<file path="config.mk">
export PLATFORM = sky130hd
export DESIGN_NAME = hazard_forward_unit_flat
export DESIGN_NICKNAME = d
export VERILOG_FILES = /design/src/rtl/hazard_forward_unit_pkg.sv /design/src/rtl/hazard_forward_unit_if.sv /design/src/rtl/hfu_src_match.sv /design/src/rtl/hazard_forward_unit.sv /design/src/flat_wrapper.sv
export SDC_FILE = /design/constraint.sdc
export NUM_CORES = 1
export LEC_CHECK = 0
export CAP_MARGIN = 20
export CORE_MARGIN = 5
export CORE_UTILIZATION = 40
export CTS_CLUSTER_DIAMETER = 150
export DETAILED_ROUTE_END_ITERATION = 7
export HOLD_SLACK_MARGIN = 0.15
export PLACE_DENSITY = 0.65
export RECOVER_POWER = 25
export SKIP_CTS_REPAIR_TIMING = 1
export SLEW_MARGIN = 20
export SYNTH_ARGS = -nofsm -noshare
export SYNTH_HDL_FRONTEND = slang
export SYNTH_SLANG_ARGS = --single-unit
</file>
<file path="constraint.sdc">
create_clock -name clk -period 2.65 [get_ports clk]
set_clock_uncertainty 0.15 [all_clocks]
set_input_delay 0.265 -clock clk [delete_from_list [all_inputs] [get_ports clk]]
set_output_delay 0.265 -clock clk [all_outputs]
set_load 0.01 [all_outputs]
</file>
<file path="src/rtl/hazard_forward_unit_pkg.sv">
// Shared types for the hazard/forwarding unit: shadow entry,
// FSM state encoding and the register-file select constant.
package hazard_forward_unit_pkg;

  // Widest register address a shadow entry can hold.
  localparam int RD_MAXW = 8;

  localparam int FWD_SEL_RF = 0;

  typedef enum logic [1:0] {
    RUN     = 2'd0,
    WAIT    = 2'd1,
    FLUSHED = 2'd2
  } hfu_state_e;

  typedef struct packed {
    logic               valid;
    logic               wr_en;
    logic               mem_read;
    logic [RD_MAXW-1:0] rd;
  } shadow_t;

endpackage

</file>
<file path="src/rtl/hazard_forward_unit_if.sv">
// Decode-side bundle of the hazard/forwarding unit.
// master: decode/pipeline control side, slave: the unit.
// With HFU_PERF_CNT_EN defined, stall_cnt[15:0] is added.
interface hazard_forward_unit_if #(
  parameter int REG_AW    = 3,
  parameter int NUM_SRC   = 2,
  parameter int FWD_DEPTH = 2,
  parameter int SELW      = $clog2(FWD_DEPTH+1)
);

  logic                      id_valid;
  logic [NUM_SRC*REG_AW-1:0] id_src;
  logic [NUM_SRC-1:0]        id_src_used;
  logic [REG_AW-1:0]         id_rd;
  logic                      id_wr_en;
  logic                      id_mem_read;
  logic                      flush;
  logic                      mem_busy;
  logic [NUM_SRC*SELW-1:0]   fwd_sel;
  logic                      stall_if_id;
  logic                      bubble_ex;
  logic                      freeze;
  logic [1:0]                state;
`ifdef HFU_PERF_CNT_EN
  logic [15:0]               stall_cnt;

  modport master (
    output id_valid, id_src, id_src_used,
    output id_rd, id_wr_en, id_mem_read,
    output flush, mem_busy,
    input  fwd_sel, stall_if_id, bubble_ex,
    input  freeze, state, stall_cnt
  );

  modport slave (
    input  id_valid, id_src, id_src_used,
    input  id_rd, id_wr_en, id_mem_read,
    input  flush, mem_busy,
    output fwd_sel, stall_if_id, bubble_ex,
    output freeze, state, stall_cnt
  );
`else
  modport master (
    output id_valid, id_src, id_src_used,
    output id_rd, id_wr_en, id_mem_read,
    output flush, mem_busy,
    input  fwd_sel, stall_if_id, bubble_ex,
    input  freeze, state
  );

  modport slave (
    input  id_valid, id_src, id_src_used,
    input  id_rd, id_wr_en, id_mem_read,
    input  flush, mem_busy,
    output fwd_sel, stall_if_id, bubble_ex,
    output freeze, state
  );
`endif

endinterface

</file>
<file path="src/rtl/hfu_src_match.sv">
// Priority match of one source operand against the shadow stages.
// Ports: src/used in, ent shadow in, sel and load_hit out.
module hfu_src_match
  import hazard_forward_unit_pkg::*;
#(
  parameter int REG_AW    = 3,
  parameter int FWD_DEPTH = 2,
  parameter int SELW      = 2
) (
  input  logic [REG_AW-1:0]       src,
  input  logic                    used,
  input  shadow_t [FWD_DEPTH:1]   ent,
  output logic [SELW-1:0]         sel,
  output logic                    load_hit
);

  logic [FWD_DEPTH:1] hit;

  for (genvar k = 1; k <= FWD_DEPTH; k++) begin : g_hit
    assign hit[k] = used & ent[k].valid & ent[k].wr_en
                  & (ent[k].rd == RD_MAXW'(src));
  end

  // Scan oldest to youngest so the youngest match wins.
  // A load in EX has no result yet and is skipped.
  always_comb begin
    sel = SELW'(FWD_SEL_RF);
    for (int k = FWD_DEPTH; k >= 1; k--) begin
      if (hit[k] && !(k == 1 && ent[k].mem_read))
        sel = SELW'(k);
    end
  end

  assign load_hit = hit[1] & ent[1].mem_read;

endmodule

</file>
<file path="src/rtl/hazard_forward_unit.sv">
// Forwarding selects, load-use stall, memory freeze and flush
// control driven by a shadow pipeline of destination tags.
// Ports: clk, rst (sync, active-high), bus (slave modport).
// HFU_PERF_CNT_EN adds a saturating stall/freeze cycle counter.
module hazard_forward_unit
  import hazard_forward_unit_pkg::*;
#(
  parameter int REG_AW    = 3,
  parameter int NUM_SRC   = 2,
  parameter int FWD_DEPTH = 2,
  parameter int SELW      = $clog2(FWD_DEPTH+1)
) (
  input  logic                  clk,
  input  logic                  rst,
  hazard_forward_unit_if.slave  bus
);

  shadow_t [FWD_DEPTH:1]   ent;
  shadow_t                 id_ent;
  hfu_state_e              st;
  logic [NUM_SRC*SELW-1:0] match_sel;
  logic [NUM_SRC*SELW-1:0] live_sel;
  logic [NUM_SRC*SELW-1:0] held_sel;
  logic [NUM_SRC-1:0]      load_hit;
  logic                    hazard;
  logic                    freeze;
  logic                    stall;

  for (genvar i = 0; i < NUM_SRC; i++) begin : g_src
    hfu_src_match #(
      .REG_AW    (REG_AW),
      .FWD_DEPTH (FWD_DEPTH),
      .SELW      (SELW)
    ) u_match (
      .src      (bus.id_src[i*REG_AW +: REG_AW]),
      .used     (bus.id_src_used[i]),
      .ent      (ent),
      .sel      (match_sel[i*SELW +: SELW]),
      .load_hit (load_hit[i])
    );
  end

  assign hazard = bus.id_valid & (|load_hit);
  assign freeze = bus.mem_busy | (st == WAIT);
  // Flush and freeze both outrank the load-use stall.
  assign stall  = hazard & ~bus.flush & ~freeze
                & (st == RUN);

  always_comb begin
    live_sel = match_sel;
    if (st == FLUSHED)
      live_sel = {NUM_SRC{SELW'(FWD_SEL_RF)}};
  end

  always_comb begin
    id_ent          = '0;
    id_ent.valid    = bus.id_valid;
    id_ent.wr_en    = bus.id_wr_en;
    id_ent.mem_read = bus.id_mem_read;
    id_ent.rd       = RD_MAXW'(bus.id_rd);
    if (stall)
      id_ent = '0;
  end

  always_ff @(posedge clk) begin
    if (rst) begin
      ent      <= '0;
      st       <= RUN;
      held_sel <= '0;
    end else begin
      // Keeps the select seen on the way into WAIT.
      if (st != WAIT)
        held_sel <= live_sel;
      if (bus.flush) begin
        ent <= '0;
      end else if (!freeze) begin
        for (int k = FWD_DEPTH; k > 1; k--)
          ent[k] <= ent[k-1];
        ent[1] <= id_ent;
      end
      if (bus.flush) begin
        st <= FLUSHED;
      end else begin
        unique case (st)
          RUN:     if (bus.mem_busy) st <= WAIT;
          WAIT:    if (!bus.mem_busy) st <= RUN;
          FLUSHED: st <= bus.mem_busy ? WAIT : RUN;
          default: st <= RUN;
        endcase
      end
    end
  end

  assign bus.fwd_sel     = (st == WAIT) ? held_sel
                                        : live_sel;
  assign bus.stall_if_id = stall;
  assign bus.bubble_ex   = stall;
  assign bus.freeze      = freeze;
  assign bus.state       = st;

`ifdef HFU_PERF_CNT_EN
  logic [15:0] cnt;

  always_ff @(posedge clk) begin
    if (rst)
      cnt <= '0;
    else if ((stall | freeze) && cnt != 16'hFFFF)
      cnt <= cnt + 16'd1;
  end

  assign bus.stall_cnt = cnt;
`endif

endmodule

</file>
<file path="src/flat_wrapper.sv">
// flat-port wrapper written by rule: the top's interface ports become plain ports
module hazard_forward_unit_flat import hazard_forward_unit_pkg::*;
#(
  parameter int REG_AW    = 3,
  parameter int NUM_SRC   = 2,
  parameter int FWD_DEPTH = 2,
  parameter int SELW      = $clog2(FWD_DEPTH+1)
)
  (clk, rst, bus_id_valid, bus_id_src, bus_id_src_used, bus_id_rd, bus_id_wr_en, bus_id_mem_read, bus_flush, bus_mem_busy, bus_fwd_sel, bus_stall_if_id, bus_bubble_ex, bus_freeze, bus_state);
  hazard_forward_unit_if #(.REG_AW(REG_AW), .NUM_SRC(NUM_SRC), .FWD_DEPTH(FWD_DEPTH), .SELW(SELW)) bus_i ();
  input  logic clk;
  input  logic rst;
  input wire logic [$bits(bus_i.id_valid)-1:0] bus_id_valid;
  input wire logic [$bits(bus_i.id_src)-1:0] bus_id_src;
  input wire logic [$bits(bus_i.id_src_used)-1:0] bus_id_src_used;
  input wire logic [$bits(bus_i.id_rd)-1:0] bus_id_rd;
  input wire logic [$bits(bus_i.id_wr_en)-1:0] bus_id_wr_en;
  input wire logic [$bits(bus_i.id_mem_read)-1:0] bus_id_mem_read;
  input wire logic [$bits(bus_i.flush)-1:0] bus_flush;
  input wire logic [$bits(bus_i.mem_busy)-1:0] bus_mem_busy;
  output wire logic [$bits(bus_i.fwd_sel)-1:0] bus_fwd_sel;
  output wire logic [$bits(bus_i.stall_if_id)-1:0] bus_stall_if_id;
  output wire logic [$bits(bus_i.bubble_ex)-1:0] bus_bubble_ex;
  output wire logic [$bits(bus_i.freeze)-1:0] bus_freeze;
  output wire logic [$bits(bus_i.state)-1:0] bus_state;
  assign bus_i.id_valid = bus_id_valid;
  assign bus_i.id_src = bus_id_src;
  assign bus_i.id_src_used = bus_id_src_used;
  assign bus_i.id_rd = bus_id_rd;
  assign bus_i.id_wr_en = bus_id_wr_en;
  assign bus_i.id_mem_read = bus_id_mem_read;
  assign bus_i.flush = bus_flush;
  assign bus_i.mem_busy = bus_mem_busy;
  assign bus_fwd_sel = bus_i.fwd_sel;
  assign bus_stall_if_id = bus_i.stall_if_id;
  assign bus_bubble_ex = bus_i.bubble_ex;
  assign bus_freeze = bus_i.freeze;
  assign bus_state = bus_i.state;
  hazard_forward_unit #(.REG_AW(REG_AW), .NUM_SRC(NUM_SRC), .FWD_DEPTH(FWD_DEPTH), .SELW(SELW)) u_core (.clk(clk), .rst(rst), .bus(bus_i));
endmodule
</file>
==> results of run 1 <==
[state kept, by name, summed over array words and instances (netlist names)]
name	cells
u_core.held_sel	4
u_core.ent	11
u_core.bus.state	2
[power by group]
group	switching [mW]	internal (mW)	total, mW
sequential	0.0109	0.264	0.275
combinational	0.0445	0.0510	0.0955
clock	0.0828	0.0562	0.139
[final timing paths]
kind                             from             end  slack (ns)  cells after the start
hold reg to reg        u_core.ent[21]  u_core.ent[21]        0.31                      2
setup reg to reg  u_core.bus.state[0]   u_core.ent[2]        1.03                      5
hold / removal         u_core.ent[21]  u_core.ent[21]        0.31                      2
setup / recovery        bus_id_src[0]  bus_fwd_sel[1]        0.18                      5
[cells by family after synthesis]
| logic type | share of synthesized area |
|---|---|
| flip-flops | 0.3461 |
| buffers and inverters | 0.03307 |
| AND/OR/NAND/NOR | 0.3588 |
| AO/OA/AOI/OAI | 0.1552 |
| XOR/XNOR | 0.1069 |
[metal layers]
metal	global-route usage	vias up
li1	-	478
met1	0.1772	422
met2	0.2371	22
met3	0.04357	4
met4	0.06013	0
met5	0	-
[Yosys cell counts, types with 2 or more instances]
library cell / instances / area, µm²
nand3b_1: 4 / 30.03
buf_4: 2 / 15.01
xnor2_1: 8 / 70.07
or2_2: 3 / 18.77
o221ai_1: 6 / 52.55
dfxtp_1: 17 / 340.3
nand4_1: 8 / 50.05
nand2_1: 22 / 82.58
xor2_1: 4 / 35.03
o31ai_1: 2 / 15.01
o21ai_0: 2 / 10.01
o31ai_2: 2 / 25.02
nor2_4: 2 / 22.52
or3_1: 2 / 12.51
buf_2: 2 / 10.01
a21oi_1: 8 / 40.04
nand3_1: 8 / 40.04
and4_1: 2 / 17.52
and4b_1: 2 / 20.02
[metrics by stage]
| stage | utilization | std cells | power (mW) | instance area [µm²] | hold WS (ns) |
|---|---|---|---|---|---|
| detailed placement | 0.5260 | 169 | 0.3775 | 1267 | 0.3004 |
| floorplan | - | 116 | 0.3294 | 983.4 | 0.1841 |
| CTS | 0.5374 | 173 | 0.5193 | 1295 | 0.3157 |
| global placement | 0.5260 | 169 | 0.3765 | 1267 | 0.2945 |
| global route | 0.5353 | 173 | 0.5373 | 1290 | 0.3462 |
| finish | 0.5353 | 173 | 0.5094 | 1290 | 0.3142 |
[area by class of cell]
cell class | instances | area, µm² | area share
Sequential cell | 17 | 340.3 | 0.2638
Inverter | 1 | 3.754 | 0.002910
Timing Repair Buffer | 28 | 275.3 | 0.2134
Tap cell | 30 | 37.54 | 0.02910
Multi-Input combinational cell | 93 | 605.6 | 0.4694
Clock buffer | 3 | 22.52 | 0.01746
Clock inverter | 1 | 5.005 | 0.003880
[worst reg2reg max path, cell delays in order (launching register included)]
cell	delay, ns
dfxtp_1	0.43
nor2b_1	0.45
nor2_4	0.04
buf_4	0.22
nand4_1	0.11
o221ai_1	0.10
==> metrics.md, run 1 <==
| Metric | Value |
|---|---|
| Setup total negative slack | 0 ns |
| Largest net degree at the start of global routing | 24 |
| Least-Margin Pin Slew | between 0.4 and 0.5 ns |
| Syn_nets | 134 |
| CTS tree | built |
| Met3 wire length | ~150 µm |
| Post-DR wirelength/cell | between 10 and 15 µm |
| Crit path top cell by count | clkdlybuf4s50_1 |
| Critical path peak fanout | 2 |
| Placer Congestion | 0.7677 |
| Post-DP HPWL | about 1.9 mm |
| Initial Util | 0.4081 |
| Die height | 59.59 µm |
| Power Density | slightly below 400 nW/µm² |
| Most common cell after layout, fill and taps aside | clkdlybuf4s50_1 |
| Area of the die | 3550 µm² |
| Mapped Avg Cell Area | approximately 8.5 µm² |
| Most frequent cells in the layout | clkdlybuf4s50_1, nand2_1, dfxtp_1 |
| Layout cell share with drive strength beyond 1 | 0.1049 |
| Buf+Inv Stages, Crit Path | 2 |
| DR iter-0 viols | 24 |
| Max_slew headroom | 0.6783 |
| Top delay family on crit path | buffers and inverters |
| Hold/Removal Path Class | reg2reg |
| # Max-Cap Violations | 0 |
| M1 WL | between 1 and 1.5 mm |
| RSZ-0062 raised after global routing | false |
| I/O pins | 27 |
| Post-route minimum period | approximately 2.5 ns |
| Arrival @ worst endpoint | between 2 and 2.5 ns |
| Post-Route WL | roughly 2.3 mm |
| First-pass GRT wire length | approximately 3.9 mm |
| Setup CP Type | in2out |
| Primary FF master, synth | dfxtp_1 |
| CTS Root Cell | clkbuf_4 |
| Max-slew violation count | 0 |
| Flop and latch count out of synthesis | 17 |
| Max Freq | 404.4 MHz |
| Nets | 162 |
| Drt first pass iters | 4 |
| Port bufs | 26 |
| DR vias | 926 |
| Top Metal Used | met4 |
| CTS clk-pin slew, worst paths | around 0.09 ns |
| Total GRT Usage | 0.1455 |
| Routed Antenna Nets | 0 |
| Cells after synthesis | 116 |
| Core Box Area | 2410 µm² |
| Post-synthesis sequential area ratio | 0.3461 |
| # H-tree levels | 1 |
| Layout area overhead | 31.17% |
| Max clock buf depth | 2 |
| Startpoint class of the critical path | input port |
| Ys async rst share | 0 |
| Worst endpoint required time | around 2.2 ns |
| YS warnings | 0 |
| Period utilization | 0.9331 |
| Layout fillers | 243 |
| Routed wl met2 | around 1.1 mm |
| Row cnt | 18 |
| Post-synthesis cell type count | 29 |
| CP cell instances | clkdlybuf4s50_1 > xor2_1 > or2_2 > o31ai_1 > clkdlybuf4s50_1 |
| Run status | finished clean |
| Max incr delay on CP | 0.59 ns |
| Setup ws final | around 0.18 ns |
| Num Clock Sinks | 17 |
| Die W | between 50 and 60 µm |
| Vias in the first global route | 910 |
| Crit. End Element | output port |
| Initial antenna violation count | 0 |
| Dpl ws | between 0.15 and 0.2 ns |
| Residual DRC | 0 |
| Ant. Diodes | 0 |
| Pleak | between 0.4 and 0.5 nW |
| Drt via density | 5.353 |
| CTS Buf Count | 3 |
| Final setup vio count | 0 |
| Endpoints failing hold | 0 |
| Mapped Area | 983.4 µm² |
| Maximum vdd drop | about 0.00026 V |
| Remaining Overflow, GRT | 0 |
| Worst-skew pair later-pin latency | 0.29 ns |
| CP max stage cell | clkdlybuf4s50_1 |
| Post-synth EDFFs | 0 |
No activity file was read; power rests on OpenSTA's default activity.
==> run 2: changes to the inputs <==
Clock period 2.65 ns to 2.6 ns, I/O delays scaled along.
==> metrics.md, run 2 (synthesis results as in run 1) <==
| Metric | Value |
|---|---|
| Run status | finished clean (unchanged) |
| Arrival @ worst endpoint | 2.05 ns (was 2.06 ns) |
| Internal power | 0.3792 mW (was 0.3711 mW) |
| Drt via density | 5.347 (was 5.353) |
| Die height | 59.59 µm (unchanged) |
| Hold/Removal Path Class | reg2reg (unchanged) |
| Post-Route WL | 2.297 mm (was 2.300 mm) |
| GR Util met1 | 0.1772 (unchanged) |
| Nets | 162 (unchanged) |
| CTS Buf Count | 3 (unchanged) |
| Setup CP Type | in2out (unchanged) |
| Comb pwr share | 0.188 (about the same) |
| Critical path peak fanout | 2 (unchanged) |
| Core Box Area | 2410 µm² (unchanged) |
| Worst endpoint required time | 2.19 ns (was 2.24 ns) |
| Multi-input logic area | 613.1 µm² (was 605.6 µm²) |
| Sw Pwr | 0.1429 mW (was 0.1382 mW) |
| CTS Root Cell | clkbuf_4 (unchanged) |
| CTS tree | built (unchanged) |
| Most frequent cells in the layout | clkdlybuf4s50_1, nand2_1, dfxtp_1 (unchanged) |
| Layout fillers | 240 (was 243) |
| Pleak | 0.4558 nW (was 0.4538 nW) |
| Row cnt | 18 (unchanged) |
| Dpl ws | 0.1596 ns (was 0.1996 ns) |
| Remaining Overflow, GRT | 0 (unchanged) |
| Largest register FFs | 11 (unchanged) |
| Post-DR wirelength/cell | 13.28 µm (was 13.29 µm) |
| Period utilization | 0.9469 |
| Power Density | 401.6 nW/µm² (was 394.9 nW/µm²) |
| Setup ws final | 0.1381 ns (was 0.1774 ns) |
| Gr busiest metal | met2 (unchanged) |
| Placer Congestion | 0.7676 (was 0.7677) |
| Clock Power Share | 0.274 (was 0.273) |
| Area of the die | 3550 µm² (unchanged) |
| Sw Ratio | 0.2737 (was 0.2714) |
| # H-tree levels | 1 (unchanged) |
| CTS clk-pin slew, worst paths | 0.10 ns (was 0.09 ns) |
| # Max-Cap Violations | 0 (unchanged) |
| Largest net degree at the start of global routing | 24 (unchanged) |
| Setup total negative slack | 0 ns (unchanged) |
| Layout cell share with drive strength beyond 1 | 0.1259 (was 0.1049) |
| Max Freq | 406.2 MHz |
| DR iter-0 viols | 23 (was 24) |
| Startpoint class of the critical path | input port (unchanged) |
| Crit. End Element | output port (unchanged) |
| Drt first pass iters | 4 (unchanged) |
| Vias in the first global route | 910 (unchanged) |
| Max_slew headroom | 0.7503 (was 0.6783) |
| Initial antenna violation count | 0 (unchanged) |
| Maximum vdd drop | 0.0002626 V (was 0.0002561 V) |
| GR Util met3 | 0.04357 (unchanged) |
| Register area | 342.8 µm² (was 340.3 µm²) |
| Final setup vio count | 0 (unchanged) |
| Routed Antenna Nets | 0 (unchanged) |
| First-pass GRT wire length | 3.946 mm (unchanged) |
| Max clock buf depth | 2 (unchanged) |
| Residual DRC | 0 (unchanged) |
| DR vias | 925 (was 926) |
| Port bufs | 26 (unchanged) |
| RSZ-0062 raised after global routing | false (unchanged) |
| Ant. Diodes | 0 (unchanged) |
| Total GRT Usage | 0.1455 (unchanged) |
| Endpoints failing hold | 0 (unchanged) |
| Post-route minimum period | between 2 and 2.5 ns |
| Worst-skew pair later-pin latency | 0.29 ns (about the same) |
| Max-slew violation count | 0 (unchanged) |
| Num Clock Sinks | 17 (unchanged) |
| Largest register by flop count | u_core.ent (unchanged) |
| Least-Margin Pin Slew | 0.3733 ns (was 0.4815 ns) |
| Initial Util | 0.4081 (unchanged) |
| Met2 usage | 0.2371 (unchanged) |
| Die W | 59.59 µm (unchanged) |
| Most common cell after layout, fill and taps aside | clkdlybuf4s50_1 (unchanged) |
| Seq pwr share | 0.538 (was 0.540) |
| I/O pins | 27 (unchanged) |
| Post-DP HPWL | 1.859 mm (unchanged) |
| Layout area overhead | 32.19% (was 31.17%) |
## run 2: cell count changes in the layout (fill, tap and decap cells not counted)
cell,change
dfxtp_2,+2
nor2b_1,-1
nor2b_4,+1
dfxtp_1,-2
## run 2: power groups by stage
stage          registers, mW  logic [mW]  clock network (mW)
3_5_place_dp           0.286      0.0984                   0
4_1_cts                0.280      0.0988               0.150
6_report               0.281      0.0982               0.143
2_1_floorplan          0.284      0.0518                   0
5_1_grt                0.282       0.108               0.158
3_3_place_gp           0.286      0.0975                   0
## run 2: worst max-delay path, stage by stage
cell and delay (ns):
clkdlybuf4s50_1 0.46, xor2_1 0.19, or2_2 0.29, o31ai_1 0.27, clkdlybuf4s50_1 0.59
## run 2: path summary, 6_finish.rpt
path	slack, ns	to	depth (start not counted)	start
setup reg to reg	1.20	u_core.ent[10]	4	u_core.ent[1]
setup / recovery	0.14	bus_fwd_sel[1]	5	bus_id_src[0]
hold / removal	0.31	u_core.ent[21]	2	u_core.ent[21]
hold reg to reg	0.31	u_core.ent[21]	2	u_core.ent[21]
## run 2: metrics by stage
step | hold slack, ns | util | cells | total power, mW | area, µm²
finish | 0.3148 | 0.5395 | 173 | 0.5221 | 1300
global route | 0.3461 | 0.5395 | 173 | 0.5487 | 1300
CTS | 0.3157 | 0.5374 | 173 | 0.5293 | 1295
detailed placement | 0.3004 | 0.5260 | 169 | 0.3847 | 1267
global placement | 0.2945 | 0.5260 | 169 | 0.3837 | 1267
floorplan | 0.1791 | - | 116 | 0.3357 | 983.4
## run 2: cell type report
class,instances,area share
sequential,17,0.2637
clock buffer,3,0.01732
clock inverter,1,0.003850
inverter,1,0.002887
tap,30,0.02887
timing repair buffer,28,0.2117
multi-input combinational,93,0.4716
## run 2: metal layers
metal	vias up	routed length, µm
met5	-	0
met3	4	159
met2	25	1076
li1	478	-
met1	418	1028
met4	0	33
